`src/rtl/sprite_palette_arbiter.sv`:
```
// Round-robin arbiter sharing one combinational sprite palette among NUM_REQ renderers.
// Optional hit-flash whitening is enabled by defining SPRITE_PALETTE_FLASH_EN.
module sprite_palette_arbiter #(
  parameter int unsigned NUM_REQ   = 4,
  parameter int unsigned IDX_W     = 3,
  parameter int unsigned FLASH_LEN = 16
) (
  input  logic                       Clk,
  input  logic                       Reset_n,
  input  logic [NUM_REQ-1:0]         req_valid,
  input  logic [NUM_REQ*IDX_W-1:0]   req_index,
  output logic [NUM_REQ-1:0]         req_ready,
  output logic [IDX_W-1:0]           pal_index,
  input  logic [11:0]                pal_rgb,
  output logic                       rsp_valid,
  output logic [$clog2(NUM_REQ)-1:0] rsp_id,
  output logic [IDX_W-1:0]           rsp_index,
  output logic [11:0]                rsp_rgb,
  input  logic                       rsp_ready,
  input  logic                       flash_trig
);

  localparam int unsigned IdW = $clog2(NUM_REQ);

  logic [IdW-1:0]   rr_ptr_q, rr_ptr_d;
  logic             rsp_valid_q, rsp_valid_d;
  logic [IdW-1:0]   rsp_id_q, rsp_id_d;
  logic [IDX_W-1:0] rsp_index_q, rsp_index_d;
  logic [11:0]      rsp_rgb_q, rsp_rgb_d;

  logic             out_free;
  logic             gnt_found;
  logic             grant;
  logic [IdW-1:0]   gnt_id;
  logic [IdW-1:0]   cand;
  logic [11:0]      colour;

  assign out_free = !rsp_valid_q || rsp_ready;
  assign grant    = out_free && gnt_found;

  // Scan upward from rr_ptr, wrapping at NUM_REQ; first valid requester wins.
  always_comb begin
    gnt_found = 1'b0;
    gnt_id    = '0;
    cand      = '0;
    for (int unsigned k = 0; k < NUM_REQ; k++) begin
      cand = IdW'((32'(rr_ptr_q) + k) % NUM_REQ);
      if (!gnt_found && req_valid[cand]) begin
        gnt_found = 1'b1;
        gnt_id    = cand;
      end
    end
  end

  always_comb begin
    req_ready = '0;
    pal_index = '0;
    if (grant) begin
      req_ready[gnt_id] = 1'b1;
      for (int unsigned k = 0; k < NUM_REQ; k++) begin
        if (gnt_id == IdW'(k)) begin
          pal_index = req_index[k*IDX_W +: IDX_W];
        end
      end
    end
  end

`ifdef SPRITE_PALETTE_FLASH_EN
  localparam int unsigned FlashW = $clog2(FLASH_LEN + 1);

  logic [FlashW-1:0] flash_cnt_q, flash_cnt_d;

  always_comb begin
    flash_cnt_d = flash_cnt_q;
    if (flash_trig) begin
      flash_cnt_d = FlashW'(FLASH_LEN);
    end else if (flash_cnt_q != '0) begin
      flash_cnt_d = flash_cnt_q - FlashW'(1);
    end
  end

  always_ff @(posedge Clk or negedge Reset_n) begin
    if (!Reset_n) begin
      flash_cnt_q <= '0;
    end else begin
      flash_cnt_q <= flash_cnt_d;
    end
  end

  // Index 0 is the transparent key and must never be whitened.
  assign colour = ((flash_cnt_q != '0) && (pal_index != '0)) ? 12'hFFF : pal_rgb;
`else
  logic unused_flash;
  assign unused_flash = flash_trig ^ (FLASH_LEN == 0);
  assign colour       = pal_rgb;
`endif

  always_comb begin
    rr_ptr_d    = rr_ptr_q;
    rsp_valid_d = rsp_valid_q;
    rsp_id_d    = rsp_id_q;
    rsp_index_d = rsp_index_q;
    rsp_rgb_d   = rsp_rgb_q;
    if (grant) begin
      rsp_valid_d = 1'b1;
      rsp_id_d    = gnt_id;
      rsp_index_d = pal_index;
      rsp_rgb_d   = colour;
      rr_ptr_d    = (gnt_id == IdW'(NUM_REQ - 1)) ? '0 : gnt_id + IdW'(1);
    end else if (rsp_ready) begin
      rsp_valid_d = 1'b0;
    end
  end

  always_ff @(posedge Clk or negedge Reset_n) begin
    if (!Reset_n) begin
      rr_ptr_q    <= '0;
      rsp_valid_q <= 1'b0;
      rsp_id_q    <= '0;
      rsp_index_q <= '0;
      rsp_rgb_q   <= 12'h000;
    end else begin
      rr_ptr_q    <= rr_ptr_d;
      rsp_valid_q <= rsp_valid_d;
      rsp_id_q    <= rsp_id_d;
      rsp_index_q <= rsp_index_d;
      rsp_rgb_q   <= rsp_rgb_d;
    end
  end

  assign rsp_valid = rsp_valid_q;
  assign rsp_id    = rsp_id_q;
  assign rsp_index = rsp_index_q;
  assign rsp_rgb   = rsp_rgb_q;

endmodule
```
`config.mk`:
```
export PLATFORM = sky130hd
export DESIGN_NAME = sprite_palette_arbiter
export DESIGN_NICKNAME = d
export VERILOG_FILES = /design/src/rtl/sprite_palette_arbiter.sv
export SDC_FILE = /design/constraint.sdc
export NUM_CORES = 1
export LEC_CHECK = 0
export ABC_AREA = 1
export CAP_MARGIN = 5
export CORE_ASPECT_RATIO = 1.25
export CORE_MARGIN = 10
export CORE_UTILIZATION = 58
export CTS_CLUSTER_DIAMETER = 40
export CTS_CLUSTER_SIZE = 24
export DETAILED_ROUTE_END_ITERATION = 6
export DONT_BUFFER_PORTS = 1
export GPL_ROUTABILITY_DRIVEN = 0
export PLACE_DENSITY = 0.74
export SETUP_SLACK_MARGIN = 0.02
export SYNTH_ARGS = -nofsm -noshare
export SYNTH_HDL_FRONTEND = slang
export SYNTH_SLANG_ARGS = --single-unit
```
`constraint.sdc`:
```
create_clock -name Clk -period 7.7 [get_ports Clk]
set_input_delay 2.31 -clock Clk [delete_from_list [all_inputs] [get_ports Clk]]
set_output_delay 2.31 -clock Clk [all_outputs]
set_load 0.05 [all_outputs]
```
==> impl_results.html, run 1 <==
<table>
<tr><th>Metric</th><th>Value</th></tr>
<tr><th colspan="2">Outcome</th></tr>
<tr><td>Outcome</td><td>finished clean</td></tr>
<tr><th colspan="2">Critical path</th></tr>
<tr><td>Slowest stage cell, crit path</td><td>nor2_1</td></tr>
<tr><td>Worst path arrival time</td><td>4190 ps</td></tr>
<tr><td>Highest fanout seen on the critical path</td><td>7</td></tr>
<tr><td>Chain of cells forming the critical path</td><td>inv_1 -&gt; nand2_1 -&gt; nand3_1 -&gt; nand2_2 -&gt; nor2_8 -&gt; nand3_1 -&gt; nand3_1 -&gt; nand2_1 -&gt; inv_1 -&gt; ha_1 -&gt; inv_1 -&gt; nor2_1</td></tr>
<tr><td>Type of element launching the critical path</td><td>primary input</td></tr>
<tr><td>Worst r2r path cells</td><td>15</td></tr>
<tr><td>Critical path class</td><td>in2out</td></tr>
<tr><td>Worst setup path start</td><td>req_valid[3]</td></tr>
<tr><td>Kind of cell adding the most delay to the critical path</td><td>simple AND/OR/NAND/NOR gates</td></tr>
<tr><td>Critical path buffer and inverter count</td><td>3</td></tr>
<tr><td>Beginning of the worst register-to-register path</td><td>rr_ptr_q[0]$_DFFE_PN0P_</td></tr>
<tr><td>Required time reported for the critical path endpoint</td><td>5390 ps</td></tr>
<tr><td>Kind of end point of the critical path</td><td>output pin</td></tr>
<tr><td>FF-to-FF setup slack</td><td>5300 ps</td></tr>
<tr><td>Stage delay of the slowest cell on the critical path</td><td>690 ps</td></tr>
<tr><td>Destination of the worst register-to-register timing path</td><td>rsp_index[1]$_DFFE_PN0P_</td></tr>
<tr><th colspan="2">Timing</th></tr>
<tr><td>Post-route clock skew</td><td>11.2 ps</td></tr>
<tr><td>Total negative setup slack</td><td>0 ps</td></tr>
<tr><td>Number of max-slew violations in the final report</td><td>0</td></tr>
<tr><td>Hold Fails Final Rpt</td><td>0</td></tr>
<tr><td>Total of endpoints with negative setup slack in the final report</td><td>0</td></tr>
<tr><td>Period Utilization, post-route</td><td>0.844</td></tr>
<tr><td>Clock period minus worst slack</td><td>6500 ps</td></tr>
<tr><td>Pin slew with the least headroom to its limit</td><td>900 ps</td></tr>
<tr><td>Unrepaired setup endpoints after global routing</td><td>false</td></tr>
<tr><td>Max Freq</td><td>154 MHz</td></tr>
<tr><td>Headroom to the max-slew limit</td><td>0.398</td></tr>
<tr><th colspan="2">Clock network</th></tr>
<tr><td>Maximum level of the CTS H-tree</td><td>1</td></tr>
<tr><td>Latest clock arrival within the worst-skew pair</td><td>300 ps</td></tr>
<tr><td>Number of buffers inserted to repair setup after CTS</td><td>0</td></tr>
<tr><td>Clock-pin slew reported for the worst setup and hold paths after clock tree synthesis</td><td>100 ps</td></tr>
<tr><td>Number of buffers created by CTS</td><td>3</td></tr>
<tr><td>Number of cells upsized or downsized after cts</td><td>0</td></tr>
<tr><td>Clock tree from TritonCTS</td><td>yes</td></tr>
<tr><td>Cts hold-fix bufs</td><td>0</td></tr>
<tr><td>Sink count of the clock tree</td><td>20</td></tr>
<tr><td>Number of buffers between clock root and the deepest sink</td><td>2</td></tr>
<tr><td>Clock root buffer</td><td>clkbuf_4</td></tr>
<tr><th colspan="2">Drt</th></tr>
<tr><td>Total vias in the final route</td><td>1061</td></tr>
<tr><td>Antenna Nets Post-Route</td><td>0</td></tr>
<tr><td>Overall routed net length</td><td>2.86 mm</td></tr>
<tr><td>Mean number of vias per cell</td><td>5.18</td></tr>
<tr><td>First drt pass iteration count</td><td>4</td></tr>
<tr><td>Post-route DRC violation count</td><td>0</td></tr>
<tr><td>Routed length per placed instance</td><td>14.0 µm</td></tr>
<tr><td>Number of design-rule violations left by the first detailed-router iteration</td><td>64</td></tr>
<tr><th colspan="2">Yosys</th></tr>
<tr><td>Synth unique cells</td><td>22</td></tr>
<tr><td>Post-synthesis sequential element count</td><td>20</td></tr>
<tr><td>Post-Syn Instances</td><td>172</td></tr>
<tr><td>Net count after synthesis</td><td>208</td></tr>
<tr><td>Post-synthesis sequential area ratio</td><td>0.381</td></tr>
<tr><td>Average cell area after synthesis</td><td>7.64 µm²</td></tr>
<tr><td>Yosys warning total</td><td>0</td></tr>
<tr><td>Summed instance area of the synthesized netlist</td><td>0.00131 mm²</td></tr>
<tr><th colspan="2">Cells and area</th></tr>
<tr><td>Filler instances</td><td>207</td></tr>
<tr><td>Fraction of layout cells with a size suffix above 1</td><td>0.195</td></tr>
<tr><td>Post-synthesis to final-layout area growth</td><td>3.24%</td></tr>
<tr><td>Diode insertion count for antenna repair</td><td>0</td></tr>
<tr><td>Final-stage net count</td><td>211</td></tr>
<tr><th colspan="2">Place</th></tr>
<tr><td>Placed wire-length estimate</td><td>2.35 mm</td></tr>
<tr><td>Port buffer count</td><td>0</td></tr>
<tr><th colspan="2">Flow run</th></tr>
<tr><td>Number of violations of the max-capacitance limit</td><td>0</td></tr>
<tr><th colspan="2">GRT</th></tr>
<tr><td>Met3 global-route usage</td><td>0.0630</td></tr>
<tr><td>Number of global-route vias before repair</td><td>1060</td></tr>
<tr><td>Pin count of the biggest net entering global routing</td><td>30</td></tr>
<tr><td>Global-route wire length before repair</td><td>4.78 mm</td></tr>
<tr><td>Initial antenna violation count</td><td>0</td></tr>
<tr><td>GR met1 Demand/Resource</td><td>0.134</td></tr>
<tr><td>Total global-route track usage</td><td>0.123</td></tr>
<tr><td>Top Usage Layer GRT</td><td>met2</td></tr>
<tr><td>Gr ovfl total</td><td>0</td></tr>
<tr><td>Met2 GRT Util</td><td>0.212</td></tr>
<tr><th colspan="2">Die</th></tr>
<tr><td>Die width</td><td>62.6 µm</td></tr>
<tr><td>I/O pin total</td><td>57</td></tr>
<tr><td>Die Y-Extent</td><td>73.2 µm</td></tr>
<tr><td>Effective utilization at floorplan</td><td>0.601</td></tr>
<tr><td>Area of the core region</td><td>0.00219 mm²</td></tr>
<tr><td>Site Rows</td><td>19</td></tr>
<tr><td>Floorplan die area</td><td>0.00458 mm²</td></tr>
<tr><th colspan="2">Hold path</th></tr>
<tr><td>Worst hold endpoint</td><td>rr_ptr_q[1]$_DFFE_PN0P_</td></tr>
<tr><td>Hold Crit Class</td><td>reg2reg</td></tr>
<tr><td>Worst Hold Launch</td><td>rr_ptr_q[1]$_DFFE_PN0P_</td></tr>
<tr><td>Hold Path Cell Cnt</td><td>2</td></tr>
</table>
-- stage by stage --
step                hold WS [ps]  utilization  instance area [µm²]  setup slack (ps)  cells
global route                 759        0.620                 1360              1000    205
finish                       709        0.620                 1360              1200    205
CTS                          717        0.620                 1360              1190    205
detailed placement           704        0.596                 1300              1190    201
global placement             684        0.596                 1300              1250    201
floorplan                    636            -                 1310              1110    172
-- cells in the final DEF (no fill, tap or decap), drive strengths merged --
master,netlist,layout
a21oi,3,3
buf,5,3
bufinv,0,1
clkbuf,0,3
dfrtp,20,20
ha,4,4
inv,17,17
nand2,88,88
nand3,14,14
nand4,2,2
nor2,8,8
o21ai,8,8
o22ai,3,3
-- area by class of cell --
type / instances / area (µm²) / share of cell area
clock buffer: 3 / 22.5 / 0.0166
clock inverter: 1 / 30.0 / 0.0221
inverter: 17 / 68.8 / 0.0507
multi-input combinational: 130 / 673 / 0.496
sequential: 20 / 500 / 0.369
tap: 31 / 38.8 / 0.0286
timing repair buffer: 3 / 22.5 / 0.0166
-- worst register-to-register path: stages, from the launching register on --
cell	delay [ps]
dfrtp_1	600
inv_6	80
nand2_1	90
nand2_2	90
nand2_4	100
nand2_4	70
nor2_8	100
nand3_4	90
nand3_1	170
inv_1	90
ha_1	250
inv_1	120
nand3_1	80
a21oi_1	130
o22ai_1	100
o21ai_0	190
-- worst max-delay path by stage --
stage,endpoint,slack (ps),cells after the start
global route,req_ready[2],1000,12
global placement,req_ready[2],1250,12
finish,req_ready[2],1200,12
CTS,req_ready[2],1190,12
detailed placement,req_ready[2],1190,12
floorplan,pal_index[0],1110,14
-- synth_stat cells (all sizes together) --
library cell | number | area share
nand2 | 88 | 0.31
dfrtp | 20 | 0.38
inv | 17 | 0.052
nand3 | 14 | 0.067
nor2 | 8 | 0.035
o21ai | 8 | 0.030
buf | 5 | 0.054
ha | 4 | 0.038
a21oi | 3 | 0.011
o22ai | 3 | 0.014
nand4 | 2 | 0.0095
-- per-layer routing --
| metal | vias up | wire, µm |
|---|---|---|
| met4 | 0 | 12 |
| met2 | 46 | 1410 |
| met1 | 475 | 1120 |
| met3 | 2 | 326 |
| met5 | - | 0 |
| li1 | 538 | - |
-- state kept, by name, summed over array words and instances, names as in the netlist --
signal	flops
rsp_id	2
rsp_index	3
rsp_rgb	12
rsp_valid	1
rr_ptr_q	2
-- kinds of logic after synthesis --
logic type | count (synthesis) | share of synthesized area
AND/OR/NAND/NOR | 112 | 0.418
adder cells (fa/ha/maj) | 4 | 0.0381
buffers and inverters | 22 | 0.107
flip-flops | 20 | 0.381
AO/OA/AOI/OAI | 14 | 0.0562
Power of run 1 is left out: the tool's default activity adds up to more than one toggle a clock period on the data nets, which glitch-free logic cannot reach.
==> run 2: changes to the inputs <==
==> constraint.sdc (replaced) <==
create_clock -name Clk -period 6.7 [get_ports Clk]
set_input_delay 2.01 -clock Clk [delete_from_list [all_inputs] [get_ports Clk]]
set_output_delay 2.01 -clock Clk [all_outputs]
set_load 0.05 [all_outputs]
==> run 2 against run 1 <==
Compared with the run above: die area unchanged; non-clock buffer count increased by 4; global-route usage increased by 0.96 points; setup slack got worse by 390 ps; final cell count increased by 2.0%; critical path type unchanged; largest cell class unchanged; highest routed layer unchanged.
==> impl_results.html, run 2 (same netlist as run 1, synthesis figures left out) <==
<table>
<tr><th>Metric</th><th>Value</th></tr>
<tr><th colspan="2">Critical path</th></tr>
<tr><td>Beginning of the worst register-to-register path</td><td>rr_ptr_q[0]$_DFFE_PN0P_</td></tr>
<tr><td>Timing endpoint of the critical path</td><td>pal_index[0]</td></tr>
<tr><td>Kind of cell adding the most delay to the critical path</td><td>simple AND/OR/NAND/NOR gates</td></tr>
<tr><td>Slowest stage cell, crit path</td><td>ha_1</td></tr>
<tr><td>Worst setup path start</td><td>req_valid[0]</td></tr>
<tr><td>Stage delay of the slowest cell on the critical path</td><td>250 ps</td></tr>
<tr><td>Critical path buffer and inverter count</td><td>4</td></tr>
<tr><td>Destination of the worst register-to-register timing path</td><td>rsp_index[0]$_DFFE_PN0P_</td></tr>
<tr><td>FF-to-FF setup slack</td><td>4250 ps</td></tr>
<tr><td>Worst r2r path cells</td><td>15</td></tr>
<tr><td>Required time reported for the critical path endpoint</td><td>4690 ps</td></tr>
<tr><td>Critical path depth</td><td>15</td></tr>
<tr><td>Chain of cells forming the critical path</td><td>inv_1 -&gt; nand2_1 -&gt; o21ai_0 -&gt; nand2_1 -&gt; o21ai_1 -&gt; nand3_4 -&gt; nand3_1 -&gt; inv_1 -&gt; ha_1 -&gt; inv_1 -&gt; nand3_1 -&gt; a21oi_1 -&gt; o22ai_1 -&gt; nor2_1 -&gt; buf_4</td></tr>
<tr><td>Type of element launching the critical path</td><td>primary input</td></tr>
<tr><td>Cell repeated most along the worst path</td><td>inv_1</td></tr>
<tr><td>Kind of end point of the critical path</td><td>output pin</td></tr>
<tr><td>Worst path arrival time</td><td>3870 ps</td></tr>
<tr><td>Critical path class</td><td>in2out</td></tr>
<tr><td>Highest fanout seen on the critical path</td><td>4</td></tr>
<tr><th colspan="2">Clock network</th></tr>
<tr><td>Maximum level of the CTS H-tree</td><td>1</td></tr>
<tr><td>Clock root buffer</td><td>clkbuf_4</td></tr>
<tr><td>Sink count of the clock tree</td><td>20</td></tr>
<tr><td>Cts hold-fix bufs</td><td>0</td></tr>
<tr><td>Number of buffers created by CTS</td><td>3</td></tr>
<tr><td>Number of buffers between clock root and the deepest sink</td><td>2</td></tr>
<tr><td>Number of cells upsized or downsized after cts</td><td>0</td></tr>
<tr><td>Latest clock arrival within the worst-skew pair</td><td>300 ps</td></tr>
<tr><td>Clock-pin slew reported for the worst setup and hold paths after clock tree synthesis</td><td>110 ps</td></tr>
<tr><td>Clock tree from TritonCTS</td><td>yes</td></tr>
<tr><td>Number of buffers inserted to repair setup after CTS</td><td>0</td></tr>
<tr><th colspan="2">Die</th></tr>
<tr><td>I/O pin total</td><td>57</td></tr>
<tr><td>Floorplan die area</td><td>0.00458 mm²</td></tr>
<tr><td>Site Rows</td><td>19</td></tr>
<tr><td>Die Y-Extent</td><td>73.2 µm</td></tr>
<tr><td>Effective utilization at floorplan</td><td>0.601</td></tr>
<tr><td>Die width</td><td>62.6 µm</td></tr>
<tr><td>Area of the core region</td><td>0.00219 mm²</td></tr>
<tr><th colspan="2">Timing</th></tr>
<tr><td>Clock period minus worst slack</td><td>5880 ps</td></tr>
<tr><td>Total negative setup slack</td><td>0 ps</td></tr>
<tr><td>Hold Fails Final Rpt</td><td>0</td></tr>
<tr><td>Max Freq</td><td>170 MHz</td></tr>
<tr><td>Worst setup margin</td><td>815 ps</td></tr>
<tr><td>Total of endpoints with negative setup slack in the final report</td><td>0</td></tr>
<tr><td>Pin slew with the least headroom to its limit</td><td>516 ps</td></tr>
<tr><td>Number of max-slew violations in the final report</td><td>0</td></tr>
<tr><td>Period Utilization, post-route</td><td>0.878</td></tr>
<tr><td>Unrepaired setup endpoints after global routing</td><td>false</td></tr>
<tr><td>Headroom to the max-slew limit</td><td>0.656</td></tr>
<tr><td>Post-route clock skew</td><td>0.846 ps</td></tr>
<tr><th colspan="2">GRT</th></tr>
<tr><td>Initial antenna violation count</td><td>0</td></tr>
<tr><td>Total global-route track usage</td><td>0.133</td></tr>
<tr><td>Number of global-route vias before repair</td><td>1123</td></tr>
<tr><td>Global-route wire length before repair</td><td>5.04 mm</td></tr>
<tr><td>Gr ovfl total</td><td>0</td></tr>
<tr><td>Pin count of the biggest net entering global routing</td><td>30</td></tr>
<tr><th colspan="2">Drt</th></tr>
<tr><td>Overall routed net length</td><td>3.06 mm</td></tr>
<tr><td>Post-route DRC violation count</td><td>0</td></tr>
<tr><td>Total vias in the final route</td><td>1071</td></tr>
<tr><td>First drt pass iteration count</td><td>4</td></tr>
<tr><td>Number of design-rule violations left by the first detailed-router iteration</td><td>74</td></tr>
<tr><td>Antenna Nets Post-Route</td><td>0</td></tr>
<tr><td>Mean number of vias per cell</td><td>5.12</td></tr>
<tr><td>Routed length per placed instance</td><td>14.6 µm</td></tr>
<tr><th colspan="2">Outcome</th></tr>
<tr><td>Outcome</td><td>finished clean</td></tr>
<tr><th colspan="2">Place</th></tr>
<tr><td>Placed Instance Area</td><td>0.00133 mm²</td></tr>
<tr><td>Port buffer count</td><td>0</td></tr>
<tr><td>Worst slack after detailed placement</td><td>821 ps</td></tr>
<tr><td>Placed wire-length estimate</td><td>2.49 mm</td></tr>
<tr><th colspan="2">Cells and area</th></tr>
<tr><td>Most common cell after layout, fill and taps aside</td><td>nand2_1</td></tr>
<tr><td>Commonest non-fill, non-tap cells in the layout</td><td>nand2_1, dfrtp_1, nand2_2</td></tr>
<tr><td>Post-synthesis to final-layout area growth</td><td>5.52%</td></tr>
<tr><td>Fin util</td><td>0.634</td></tr>
<tr><td>Final-stage net count</td><td>215</td></tr>
<tr><td>Diode insertion count for antenna repair</td><td>0</td></tr>
<tr><td>Fraction of layout cells with a size suffix above 1</td><td>0.213</td></tr>
<tr><td>Max reg flops</td><td>12</td></tr>
<tr><td>Final design area excluding fillers</td><td>0.00139 mm²</td></tr>
<tr><th colspan="2">Flow run</th></tr>
<tr><td>Number of violations of the max-capacitance limit</td><td>0</td></tr>
<tr><th colspan="2">Hold path</th></tr>
<tr><td>Hold Crit Class</td><td>reg2reg</td></tr>
</table>
## run 2: final cells by class
class                           instances  area (µm²)
Fill cell                             214         801
Multi-Input combinational cell        130         673
Sequential cell                        20         500
Inverter                               17        68.8
Timing Repair Buffer                    7        52.6
Tap cell                               31        38.8
Clock inverter                          1        30.0
Clock buffer                            3        22.5
## run 2: metal layers
metal,wire length (µm),GRT usage,up-vias
met1,1190,0.145,480
met4,48,0.0448,0
li1,-,-,546
met3,278,0.0522,6
met2,1540,0.232,39
met5,0,0,-
## run 2: worst min path at each step
stage,end,depth (start not counted),from
finish,rr_ptr_q[1]$_DFFE_PN0P_,2,rr_ptr_q[1]$_DFFE_PN0P_
global route,rr_ptr_q[1]$_DFFE_PN0P_,2,rr_ptr_q[1]$_DFFE_PN0P_
CTS,rr_ptr_q[1]$_DFFE_PN0P_,2,rr_ptr_q[1]$_DFFE_PN0P_
detailed placement,rr_ptr_q[1]$_DFFE_PN0P_,2,rr_ptr_q[1]$_DFFE_PN0P_
global placement,rr_ptr_q[1]$_DFFE_PN0P_,2,rr_ptr_q[1]$_DFFE_PN0P_
floorplan,rr_ptr_q[1]$_DFFE_PN0P_,2,rr_ptr_q[1]$_DFFE_PN0P_
## run 2: worst reg2reg max path: cells and delay by family, from the launching register on
kind,cells,cell delay [ps]
compound gates,3,430
flops,1,610
buf+inv,3,270
simple gates,8,830
fa+ha+maj,1,250
## run 2: metrics by stage
step | hold WS [ps] | instances
floorplan | 636 | 172
finish | 724 | 209
global route | 769 | 209
global placement | 684 | 205
CTS | 736 | 209
detailed placement | 718 | 205
Power of run 2 is left out for the same reason.
==> run 3: changes to the inputs <==
--- a/config.mk
+++ b/config.mk
@@ -9,13 +9,12 @@
 export CAP_MARGIN = 5
 export CORE_ASPECT_RATIO = 1.25
 export CORE_MARGIN = 10
-export CORE_UTILIZATION = 58
+export CORE_UTILIZATION = 42
 export CTS_CLUSTER_DIAMETER = 40
 export CTS_CLUSTER_SIZE = 24
 export DETAILED_ROUTE_END_ITERATION = 6
-export DONT_BUFFER_PORTS = 1
 export GPL_ROUTABILITY_DRIVEN = 0
-export PLACE_DENSITY = 0.74
+export PLACE_DENSITY = 0.8
 export SETUP_SLACK_MARGIN = 0.02
 export SYNTH_ARGS = -nofsm -noshare
 export SYNTH_HDL_FRONTEND = slang
==> constraint.sdc (replaced) <==
create_clock -name Clk -period 5.9 [get_ports Clk]
set_input_delay 1.77 -clock Clk [delete_from_list [all_inputs] [get_ports Clk]]
set_output_delay 1.77 -clock Clk [all_outputs]
set_load 0.05 [all_outputs]
==> run 3 against run 2 <==
Compared with the run above: die area is 26% higher; highest routed layer unchanged; critical path depth grew 1; clock skew increased by 5.2 ps; hold slack lost 240 ps; register-to-register slack got worse by 690 ps; first-iteration DRC count is 6.8% lower.
==> impl_results.html, run 3 (same netlist as run 1, synthesis figures left out) <==
<table>
<tr><th>Metric</th><th>Value</th></tr>
<tr><th colspan="2">Cells and area</th></tr>
<tr><td>Final Non-Filler Cells</td><td>262</td></tr>
<tr><td>Post-synthesis to final-layout area growth</td><td>50.1%</td></tr>
<tr><td>Final-stage net count</td><td>264</td></tr>
<tr><td>Most common cell after layout, fill and taps aside</td><td>nand2_1</td></tr>
<tr><td>Fin util</td><td>0.663</td></tr>
<tr><td>Fraction of layout cells with a size suffix above 1</td><td>0.204</td></tr>
<tr><td>Diode insertion count for antenna repair</td><td>0</td></tr>
<tr><td>Max reg flops</td><td>12</td></tr>
<tr><td>Commonest non-fill, non-tap cells in the layout</td><td>nand2_1, clkdlybuf4s50_1, dfrtp_1</td></tr>
<tr><th colspan="2">Critical path</th></tr>
<tr><td>FF-to-FF setup slack</td><td>3560 ps</td></tr>
<tr><td>Worst r2r path cells</td><td>14</td></tr>
<tr><td>Beginning of the worst register-to-register path</td><td>rr_ptr_q[0]$_DFFE_PN0P_</td></tr>
<tr><td>Required time reported for the critical path endpoint</td><td>4130 ps</td></tr>
<tr><td>Kind of cell adding the most delay to the critical path</td><td>buffers and inverters</td></tr>
<tr><td>Critical path buffer and inverter count</td><td>6</td></tr>
<tr><td>Worst path arrival time</td><td>3920 ps</td></tr>
<tr><td>Slowest stage cell, crit path</td><td>clkdlybuf4s50_1</td></tr>
<tr><td>Critical path class</td><td>in2out</td></tr>
<tr><td>Kind of end point of the critical path</td><td>output pin</td></tr>
<tr><td>Type of element launching the critical path</td><td>primary input</td></tr>
<tr><td>Highest fanout seen on the critical path</td><td>7</td></tr>
<tr><td>Destination of the worst register-to-register timing path</td><td>rsp_index[0]$_DFFE_PN0P_</td></tr>
<tr><td>Stage delay of the slowest cell on the critical path</td><td>470 ps</td></tr>
<tr><td>Chain of cells forming the critical path</td><td>clkdlybuf4s50_1 -&gt; inv_1 -&gt; nand2_1 -&gt; nand3_1 -&gt; nand2_1 -&gt; inv_1 -&gt; nand3_1 -&gt; nand3_1 -&gt; nand2_1 -&gt; inv_1 -&gt; ha_1 -&gt; inv_1 -&gt; nand2_1 -&gt; o22ai_1 -&gt; nor2_1 -&gt; clkbuf_16</td></tr>
<tr><th colspan="2">Hold path</th></tr>
<tr><td>Worst Hold Launch</td><td>rsp_rgb[11]$_DFFE_PN0P_</td></tr>
<tr><td>Hold Crit Class</td><td>reg2reg</td></tr>
<tr><td>Hold Path Cell Cnt</td><td>2</td></tr>
<tr><td>Worst hold endpoint</td><td>rsp_rgb[11]$_DFFE_PN0P_</td></tr>
<tr><th colspan="2">Drt</th></tr>
<tr><td>Antenna Nets Post-Route</td><td>0</td></tr>
<tr><td>Sum of met2 wire segment lengths after detailed routing</td><td>1.74 mm</td></tr>
<tr><td>Routed length per placed instance</td><td>12.6 µm</td></tr>
<tr><td>Mean number of vias per cell</td><td>4.62</td></tr>
<tr><td>Overall routed net length</td><td>3.31 mm</td></tr>
<tr><td>Max layer used</td><td>met4</td></tr>
<tr><td>WL met3</td><td>199 µm</td></tr>
<tr><td>Number of design-rule violations left by the first detailed-router iteration</td><td>69</td></tr>
<tr><td>First drt pass iteration count</td><td>3</td></tr>
<tr><td>Total vias in the final route</td><td>1210</td></tr>
<tr><td>WL met1</td><td>1.34 mm</td></tr>
<tr><td>Post-route DRC violation count</td><td>0</td></tr>
<tr><th colspan="2">Die</th></tr>
<tr><td>Floorplan die area</td><td>0.00578 mm²</td></tr>
<tr><td>Die Y-Extent</td><td>82.5 µm</td></tr>
<tr><td>Site Rows</td><td>22</td></tr>
<tr><td>Effective utilization at floorplan</td><td>0.442</td></tr>
<tr><td>Area of the core region</td><td>0.00297 mm²</td></tr>
<tr><td>Die width</td><td>70.0 µm</td></tr>
<tr><td>I/O pin total</td><td>57</td></tr>
<tr><th colspan="2">Timing</th></tr>
<tr><td>Clock period minus worst slack</td><td>5690 ps</td></tr>
<tr><td>Post-route clock skew</td><td>6.04 ps</td></tr>
<tr><td>Max Freq</td><td>176 MHz</td></tr>
<tr><td>Period Utilization, post-route</td><td>0.965</td></tr>
<tr><td>Number of max-slew violations in the final report</td><td>0</td></tr>
<tr><td>Worst setup margin</td><td>209 ps</td></tr>
<tr><td>Hold Fails Final Rpt</td><td>0</td></tr>
<tr><td>Pin slew with the least headroom to its limit</td><td>874 ps</td></tr>
<tr><td>Headroom to the max-slew limit</td><td>0.416</td></tr>
<tr><td>Total of endpoints with negative setup slack in the final report</td><td>0</td></tr>
<tr><th colspan="2">Place</th></tr>
<tr><td>Placed wire-length estimate</td><td>2.69 mm</td></tr>
<tr><td>Worst slack after detailed placement</td><td>68.3 ps</td></tr>
<tr><td>Port buffer count</td><td>55</td></tr>
<tr><td># placed instances</td><td>259</td></tr>
<tr><th colspan="2">GRT</th></tr>
<tr><td>Gr ovfl total</td><td>0</td></tr>
<tr><td>Total global-route track usage</td><td>0.105</td></tr>
<tr><td>Pin count of the biggest net entering global routing</td><td>30</td></tr>
<tr><td>Number of global-route vias before repair</td><td>1099</td></tr>
<tr><td>Initial antenna violation count</td><td>0</td></tr>
<tr><td>Global-route wire length before repair</td><td>5.06 mm</td></tr>
<tr><th colspan="2">Clock network</th></tr>
<tr><td>Maximum level of the CTS H-tree</td><td>1</td></tr>
<tr><td>Sink count of the clock tree</td><td>20</td></tr>
<tr><td>Clock root buffer</td><td>clkbuf_4</td></tr>
<tr><td>Number of buffers created by CTS</td><td>3</td></tr>
<tr><td>Number of buffers between clock root and the deepest sink</td><td>2</td></tr>
<tr><td>Latest clock arrival within the worst-skew pair</td><td>290 ps</td></tr>
<tr><td>Clock-pin slew reported for the worst setup and hold paths after clock tree synthesis</td><td>100 ps</td></tr>
<tr><td>Clock tree from TritonCTS</td><td>yes</td></tr>
<tr><th colspan="2">Outcome</th></tr>
<tr><td>Outcome</td><td>finished clean</td></tr>
<tr><th colspan="2">Flow run</th></tr>
<tr><td>Number of violations of the max-capacitance limit</td><td>0</td></tr>
</table>
[run 3: area by class of cell]
type,instances,area [µm²]
repair buffers,56,633
inverters,17,68.8
clock buffers,3,22.5
fillers,254,1000
multi-input cells,130,702
flip-flops and latches,20,500
well taps,36,45.0
[run 3: worst register-to-register path: stages (launching register included)]
cell,delay [ps]
dfrtp_1,610
inv_6,90
nand2_1,80
nand2_1,100
nand2_4,110
nand2_4,60
nor2_8,100
nand4_1,100
nand2_1,140
inv_1,70
ha_1,180
inv_1,160
nand2_1,70
o22ai_1,210
o21ai_0,140
[run 3: repair_timing]
item / in CTS / in global routing
hold buffers: 0 / 0
buffers inserted: 0 / 0
setup endpoints to repair: 0 / 3
resized for setup: 0 / 10
[run 3: metrics by stage]
stage | TNS [ps] | instance area (µm²) | hold WS, ps
after global routing | -16.1 | 1970 | 513
final | 0 | 1970 | 487
after floorplan | 0 | 1310 | 636
after CTS | 0 | 1940 | 492
after global placement | 0 | 1920 | 461
after detailed placement | 0 | 1920 | 466
[run 3: how the worst max path moves through the flow]
stage,from,endpoint,slack [ps],cells after the start
after floorplan,req_valid[3],pal_index[0],390,14
after global placement,req_valid[3],pal_index[2],90,17
after detailed placement,req_valid[3],pal_index[2],70,16
after CTS,req_valid[3],pal_index[2],60,16
after global routing,req_valid[3],pal_index[0],-20,16
final,req_valid[3],pal_index[1],210,16
[run 3: metal layers]
layer / GRT usage / vias to the layer above
li1: - / 643
met1: 0.112 / 536
met2: 0.196 / 29
met3: 0.0358 / 2
met4: 0.0277 / 0
met5: 0 / -
Power of run 3 is left out for the same reason.
